--- config.mk ---
export PLATFORM = sky130hd
export DESIGN_NAME = seg_scan_driver_flat
export DESIGN_NICKNAME = d
export VERILOG_FILES = /design/src/rtl/seg_scan_if.sv /design/src/rtl/seg_scan_driver.sv /design/src/flat_wrapper.sv
export SDC_FILE = /design/constraint.sdc
export NUM_CORES = 1
export LEC_CHECK = 0
export BUFFER_PORTS_ARGS = -buffer_cell sky130_fd_sc_hd__buf_4
export CORE_MARGIN = 3
export CORE_UTILIZATION = 44
export DETAILED_ROUTE_END_ITERATION = 16
export PLACE_DENSITY_LB_ADDON = 0.15
export SKIP_CTS_REPAIR_TIMING = 1
export SYNTH_ARGS = -nofsm -noshare
export SYNTH_HDL_FRONTEND = slang
export SYNTH_SLANG_ARGS = --single-unit
--- constraint.sdc ---
create_clock -name clock -period 2.71 [get_ports clock]
set_clock_uncertainty 0.15 [all_clocks]
set_input_delay 0.1355 -clock clock [delete_from_list [all_inputs] [get_ports clock]]
set_output_delay 0.1355 -clock clock [all_outputs]
set_load 0.1 [all_outputs]
--- src/rtl/seg_scan_if.sv ---
// Bundle between the level-meter display logic (master) and the
// seven-segment scan driver (slave): pattern inputs plus scanned outputs.
interface seg_scan_if;
    logic       update_strobe;
    logic [3:0] digit_en;
    logic [7:0] seg_an3;
    logic [7:0] seg_an2;
    logic [7:0] seg_an1;
    logic [7:0] seg_an0;
    logic [3:0] an;
    logic [6:0] seg;
    logic       dp;
    logic       frame_done;
    logic       update_pending;

    modport master (
        output update_strobe, digit_en, seg_an3, seg_an2, seg_an1, seg_an0,
        input  an, seg, dp, frame_done, update_pending
    );

    modport slave (
        input  update_strobe, digit_en, seg_an3, seg_an2, seg_an1, seg_an0,
        output an, seg, dp, frame_done, update_pending
    );
endinterface

--- src/rtl/seg_scan_driver.sv ---
// Time-multiplexed 4-digit seven-segment scan driver with per-slot blanking
// and frame-aligned double buffering of the active-low segment patterns.
module seg_scan_driver #(
    parameter int TICKS_PER_DIGIT = 100000,
    parameter int BLANK_CYCLES    = 16
) (
    input  logic        clock,
    input  logic        reset,
    seg_scan_if.slave   bus
);

    localparam int              CW        = (TICKS_PER_DIGIT > 1) ? $clog2(TICKS_PER_DIGIT) : 1;
    localparam logic [CW-1:0]   CNT_LAST  = CW'(TICKS_PER_DIGIT - 1);
    localparam logic [CW-1:0]   BLANK_END = CW'(BLANK_CYCLES);

    // Pattern byte is a..g in bits 7..1; cathode k takes bit 7-k.
    function automatic logic [6:0] pattern_to_seg(input logic [7:0] pat);
        logic [6:0] s;
        s = 7'h7F;
        for (int k = 0; k < 7; k++) begin
            s[k] = pat[7-k];
        end
        return s;
    endfunction

    function automatic logic [3:0] anode_sel(input logic [1:0] idx);
        logic [3:0] a;
        case (idx)
            2'd0:    a = 4'b1110;
            2'd1:    a = 4'b1101;
            2'd2:    a = 4'b1011;
            2'd3:    a = 4'b0111;
            default: a = 4'b1111;
        endcase
        return a;
    endfunction

    logic [CW-1:0] cnt_r;
    logic [1:0]    idx_r;
    logic [7:0]    staging_r [4];
    logic [7:0]    shadow_r  [4];
    logic          pending_r;
    logic [3:0]    an_r;
    logic [6:0]    seg_r;
    logic          dp_r;
    logic          frame_done_r;

    logic          wrap_s;
    logic          boundary_s;
    logic          blank_s;
    logic          drive_s;
    logic [7:0]    cur_pat_s;
    logic [3:0]    an_nxt_s;
    logic [6:0]    seg_nxt_s;
    logic          dp_nxt_s;

    assign wrap_s     = (cnt_r == CNT_LAST);
    assign boundary_s = wrap_s && (idx_r == 2'd3);
    assign blank_s    = (cnt_r < BLANK_END);
    assign cur_pat_s  = shadow_r[idx_r];
    assign drive_s    = !blank_s && bus.digit_en[idx_r];

    // Next-cycle anode/cathode values for the current slot position.
    always_comb begin
        an_nxt_s  = 4'b1111;
        seg_nxt_s = 7'h7F;
        dp_nxt_s  = 1'b1;
        if (drive_s) begin
            an_nxt_s  = anode_sel(idx_r);
            seg_nxt_s = pattern_to_seg(cur_pat_s);
            dp_nxt_s  = cur_pat_s[0];
        end else begin
            an_nxt_s  = 4'b1111;
            seg_nxt_s = 7'h7F;
            dp_nxt_s  = 1'b1;
        end
    end

    // Slot tick counter and digit index.
    always_ff @(posedge clock or posedge reset) begin
        if (reset) begin
            cnt_r <= '0;
            idx_r <= 2'd0;
        end else if (wrap_s) begin
            cnt_r <= '0;
            idx_r <= idx_r + 2'd1;
        end else begin
            cnt_r <= cnt_r + CW'(1);
        end
    end

    // Staging captures on strobe; shadow only changes on a frame boundary,
    // so a strobe landing on the boundary itself waits one more frame.
    always_ff @(posedge clock or posedge reset) begin
        if (reset) begin
            for (int i = 0; i < 4; i++) begin
                staging_r[i] <= 8'hFF;
                shadow_r[i]  <= 8'hFF;
            end
            pending_r <= 1'b0;
        end else begin
            if (boundary_s && pending_r) begin
                for (int i = 0; i < 4; i++) begin
                    shadow_r[i] <= staging_r[i];
                end
            end
            if (bus.update_strobe) begin
                staging_r[3] <= bus.seg_an3;
                staging_r[2] <= bus.seg_an2;
                staging_r[1] <= bus.seg_an1;
                staging_r[0] <= bus.seg_an0;
                pending_r    <= 1'b1;
            end else if (boundary_s) begin
                pending_r    <= 1'b0;
            end
        end
    end

    // Registered board outputs.
    always_ff @(posedge clock or posedge reset) begin
        if (reset) begin
            an_r         <= 4'b1111;
            seg_r        <= 7'h7F;
            dp_r         <= 1'b1;
            frame_done_r <= 1'b0;
        end else begin
            an_r         <= an_nxt_s;
            seg_r        <= seg_nxt_s;
            dp_r         <= dp_nxt_s;
            frame_done_r <= boundary_s;
        end
    end

    assign bus.an             = an_r;
    assign bus.seg            = seg_r;
    assign bus.dp             = dp_r;
    assign bus.frame_done     = frame_done_r;
    assign bus.update_pending = pending_r;

endmodule

--- src/flat_wrapper.sv ---
// flat-port wrapper written by rule: the top's interface ports become plain ports
module seg_scan_driver_flat 
#(
    parameter int TICKS_PER_DIGIT = 100000,
    parameter int BLANK_CYCLES    = 16
)
  (clock, reset, bus_update_strobe, bus_digit_en, bus_seg_an3, bus_seg_an2, bus_seg_an1, bus_seg_an0, bus_an, bus_seg, bus_dp, bus_frame_done, bus_update_pending);
  seg_scan_if bus_i ();
  input  logic clock;
  input  logic reset;
  input wire logic [$bits(bus_i.update_strobe)-1:0] bus_update_strobe;
  input wire logic [$bits(bus_i.digit_en)-1:0] bus_digit_en;
  input wire logic [$bits(bus_i.seg_an3)-1:0] bus_seg_an3;
  input wire logic [$bits(bus_i.seg_an2)-1:0] bus_seg_an2;
  input wire logic [$bits(bus_i.seg_an1)-1:0] bus_seg_an1;
  input wire logic [$bits(bus_i.seg_an0)-1:0] bus_seg_an0;
  output wire logic [$bits(bus_i.an)-1:0] bus_an;
  output wire logic [$bits(bus_i.seg)-1:0] bus_seg;
  output wire logic [$bits(bus_i.dp)-1:0] bus_dp;
  output wire logic [$bits(bus_i.frame_done)-1:0] bus_frame_done;
  output wire logic [$bits(bus_i.update_pending)-1:0] bus_update_pending;
  assign bus_i.update_strobe = bus_update_strobe;
  assign bus_i.digit_en = bus_digit_en;
  assign bus_i.seg_an3 = bus_seg_an3;
  assign bus_i.seg_an2 = bus_seg_an2;
  assign bus_i.seg_an1 = bus_seg_an1;
  assign bus_i.seg_an0 = bus_seg_an0;
  assign bus_an = bus_i.an;
  assign bus_seg = bus_i.seg;
  assign bus_dp = bus_i.dp;
  assign bus_frame_done = bus_i.frame_done;
  assign bus_update_pending = bus_i.update_pending;
  seg_scan_driver #(.TICKS_PER_DIGIT(TICKS_PER_DIGIT), .BLANK_CYCLES(BLANK_CYCLES)) u_core (.clock(clock), .reset(reset), .bus(bus_i));
endmodule
==> key figures <==
Routing
  – Wire length reported by the detailed router: 7215 um
  – Overall via count from detail_route: 2430
  – Vias per Instance: 5.159
  – Initial DRC count: 54
  – Routed length per instance: 15.32 um
  – Drc violations: 0
  – First-pass iteration count of the detailed router: 4
  – Antenna viol nets, final: 0

GRT
  – GR Overflow Total: 0
  – Wire length of the first global-routing pass: 11890 um
  – Largest net degree at the start of global routing: 56
  – Number of global-route vias before repair: 2423
  – Antenna violations before repair: 0
  – All-layer global routing usage: 0.1477

Yosys
  – Area fraction in compound gates after synthesis: 0.007664
  – Share of synthesized area occupied by flip-flops and latches: 0.6180
  – Post-synthesis average cell area: 15.23 um^2
  – Post-synthesis adder-cell area fraction: 0.01533
  – Synthesized instance count: 268
  – Yosys Warn Count: 0
  – Post-Synthesis Net Count: 312
  – Proportion of synthesized area in mux cells: 0.2290
  – XOR/XNOR share of the synthesized area: 0.03219
  – Synth cell types: 30
  – Dominant combinational cell family by area after synthesis: multiplexers
  – Simple-gate share of the synthesized area: 0.07695
  – Seq cells post-synth: 97
  – Syn Std Cell Area: 4081 um^2

Pwr
  – P per Cell Area: 535.1 nW/um^2
  – Overall Power: 2745 uW
  – Leakage: 0.002161 uW
  – Peak supply drop: 0.4011 mV

Placed design
  – Placed Cells: 422
  – Routability congestion estimate from global placement: 0.8186
  – IO Port Bufs: 52
  – Detail Placement HPWL: 4654 um

Clock network
  – Buffer type at the clock tree root: clkbuf_8
  – CTS H-tree lvls: 3
  – CTS clk-pin slew, worst paths: 0.10 ns
  – Clock latency on the worst-skew pair: 0.35 ns
  – Clock Path Buffers: 2
  – TritonCTS clock tree: done
  – Number of CTS-inserted buffers: 9
  – Sink Count: 97

Cells and area
  – Final instance count without filler cells: 471
  – Most frequent cells in the layout: dfstp_2 (76), mux2_2 (64), buf_4 (55), dlygate4sd3_1 (33), dfrtp_1 (21)
  – Layout overhead on the synthesized area: 25.69%
  – Antenna cell count: 0
  – Most common cell after layout, fill and taps aside: dfstp_2
  – Fill cell total of the finished layout: 729
  – Share of post-route cells with drive strength above 1: 0.6171
  – Net count of the finished layout: 402

Critical path
  – Crit path kind: reg -> reg
  – Peak per-stage delay on the critical path: 0.41 ns
  – CP Max Fanout: 32
  – Crit end category: register
  – Highest-delay cell along the critical path: dfrtp_1
  – Series of cell instances along the critical path: ha_1, nand2_1, or3_4, nor3_4, buf_12, mux2_2
  – Worst path bufs/invs: 1
  – Arrival time of the worst setup path: 2.33 ns
  – Category of cells accounting for the largest share of critical-path delay: simple AND/OR/NAND/NOR gates
  – Critical Path Source Type: register
  – Required time of the critical path: 2.83 ns

Floorplanning
  – Initial cell density of the core: 0.4613
  – Die Y-Extent: 102.3 um
  – Core Rows: 34
  – Full die area: 10470 um^2
  – Top Ports: 53
  – Die Width: 102.3 um
  – Placeable core region: 8848 um^2

Timing
  – Worst slew slack as a fraction of its limit: 0.5065
  – Final worst path period share: 0.8125
  – Tmin final: 2.202 ns
  – RSZ-0062 raised after global routing: false
  – Final hold violation count: 0
  – Setup Total Neg Slack: 0 ns
  – Final Setup Violations: 0
  – Max Slew Vio Count: 0
  – Actual transition at the worst max-transition pin: 0.7393 ns
  – Highest clock rate: 454.1 MHz

Status
  – Status: completed

Job
  – Max-cap violations: 0

Min path
  – Class of the worst hold path: in -> reg
sequential cells by signal, indices dropped and copies added, names as in the netlist:
signal	count
u_core.bus.seg	7
u_core.cnt_r	17
u_core.shadow_r	32
u_core.bus.dp	1
u_core.staging_r	32
u_core.bus.update_pending	1
u_core.idx_r	2
u_core.bus.an	4
u_core.bus.frame_done	1
power by group:
part | switching, uW | leakage, uW | internal [uW]
combinational | 124 | 0.00100 | 123
clock | 494 | 0.0000945 | 431
sequential | 27.0 | 0.00107 | 1550
total | 645 | 0.00216 | 2100
final timing paths:
check | start | endpoint | slack, ns | depth (start not counted)
setup / recovery | u_core.cnt_r[0] | u_core.shadow_r[25] | 0.51 | 6
hold / removal | bus_update_strobe | u_core.bus.update_pending | 0.16 | 2
setup reg to reg | u_core.cnt_r[0] | u_core.shadow_r[25] | 0.51 | 6
hold reg to reg | u_core.cnt_r[0] | u_core.cnt_r[0] | 0.36 | 1
max in group asynchronous | reset | u_core.staging_r[0] | 1.32 | 4
min in group asynchronous | reset | u_core.cnt_r[0] | 0.30 | 3
logic make-up after synthesis:
| logic type | after synthesis |
|---|---|
| compound gates | 4 |
| xor+xnor | 15 |
| fa+ha+maj | 5 |
| buf+inv | 16 |
| flops | 97 |
| mux | 74 |
| simple gates | 57 |
worst reg2reg max path, cell delays in order, from the launching register on:
cell     delay [ns]
dfrtp_1        0.41
ha_1           0.24
nand2_1        0.09
or3_4          0.41
nor3_4         0.22
buf_12         0.23
mux2_2         0.38
per-layer routing:
metal / wire length (um) / GRT usage / vias up / part of all wire
li1: - / - / 1130 / -
met1: 3355 / 0.2024 / 1241 / 0.47
met2: 3504 / 0.2329 / 51 / 0.49
met3: 257 / 0.02730 / 8 / 0.036
met4: 97 / 0.06054 / 0 / 0.013
met5: 0 / 0 / - / 0
synthesized netlist by cell type:
master	n	area, um^2
o41a_1	1	11.26
inv_1	5	18.77
and3_1	1	6.260
clkbuf_1	6	22.52
nor2_1	11	41.29
nor2b_1	1	6.260
mux2_2	64	720.7
xnor2_1	8	70.07
nand3_1	6	30.03
dfrtp_1	21	525.5
nand4_1	4	25.02
nor3_1	5	25.02
xor2_1	7	61.31
a21oi_1	1	5.000
or3_4	1	11.26
nor4_1	3	18.77
o31ai_1	1	7.510
nand2_1	11	41.29
mux4_2	9	202.7
buf_2	2	10.01
dfstp_2	76	1997
and4_1	2	17.52
ha_1	5	62.56
or4_1	2	15.01
nand3_2	1	10.01
mux2_1	1	11.26
buf_6	3	33.78
o21bai_1	1	7.510
nand2b_1	8	50.05
nor3_4	1	16.27
final cells by class:
class / count / area, um^2 / share of cell area
tap: 108 / 135.1 / 0.02634
timing repair buffer: 90 / 783.3 / 0.1527
sequential: 97 / 2522 / 0.4917
inverter: 5 / 20.02 / 0.003902
multi-input combinational: 155 / 1474 / 0.2873
clock inverter: 6 / 67.56 / 0.01317
clock buffer: 10 / 127.6 / 0.02488
metrics by stage:
| step | setup slack (ns) | cell area [um^2] | utilization | hold slack [ns] |
|---|---|---|---|---|
| detailed placement | 0.5422 | 4604 | 0.5204 | 0.1513 |
| global route | 0.4195 | 5130 | 0.5798 | 0.1607 |
| floorplan | 0.01655 | 4081 | - | 0.1377 |
| global placement | 0.5658 | 4604 | 0.5204 | 0.1403 |
| CTS | 0.5098 | 4800 | 0.5424 | -0.2406 |
| finish | 0.5081 | 5130 | 0.5798 | 0.1616 |
Note: power is estimated with default switching activity, not from simulation.
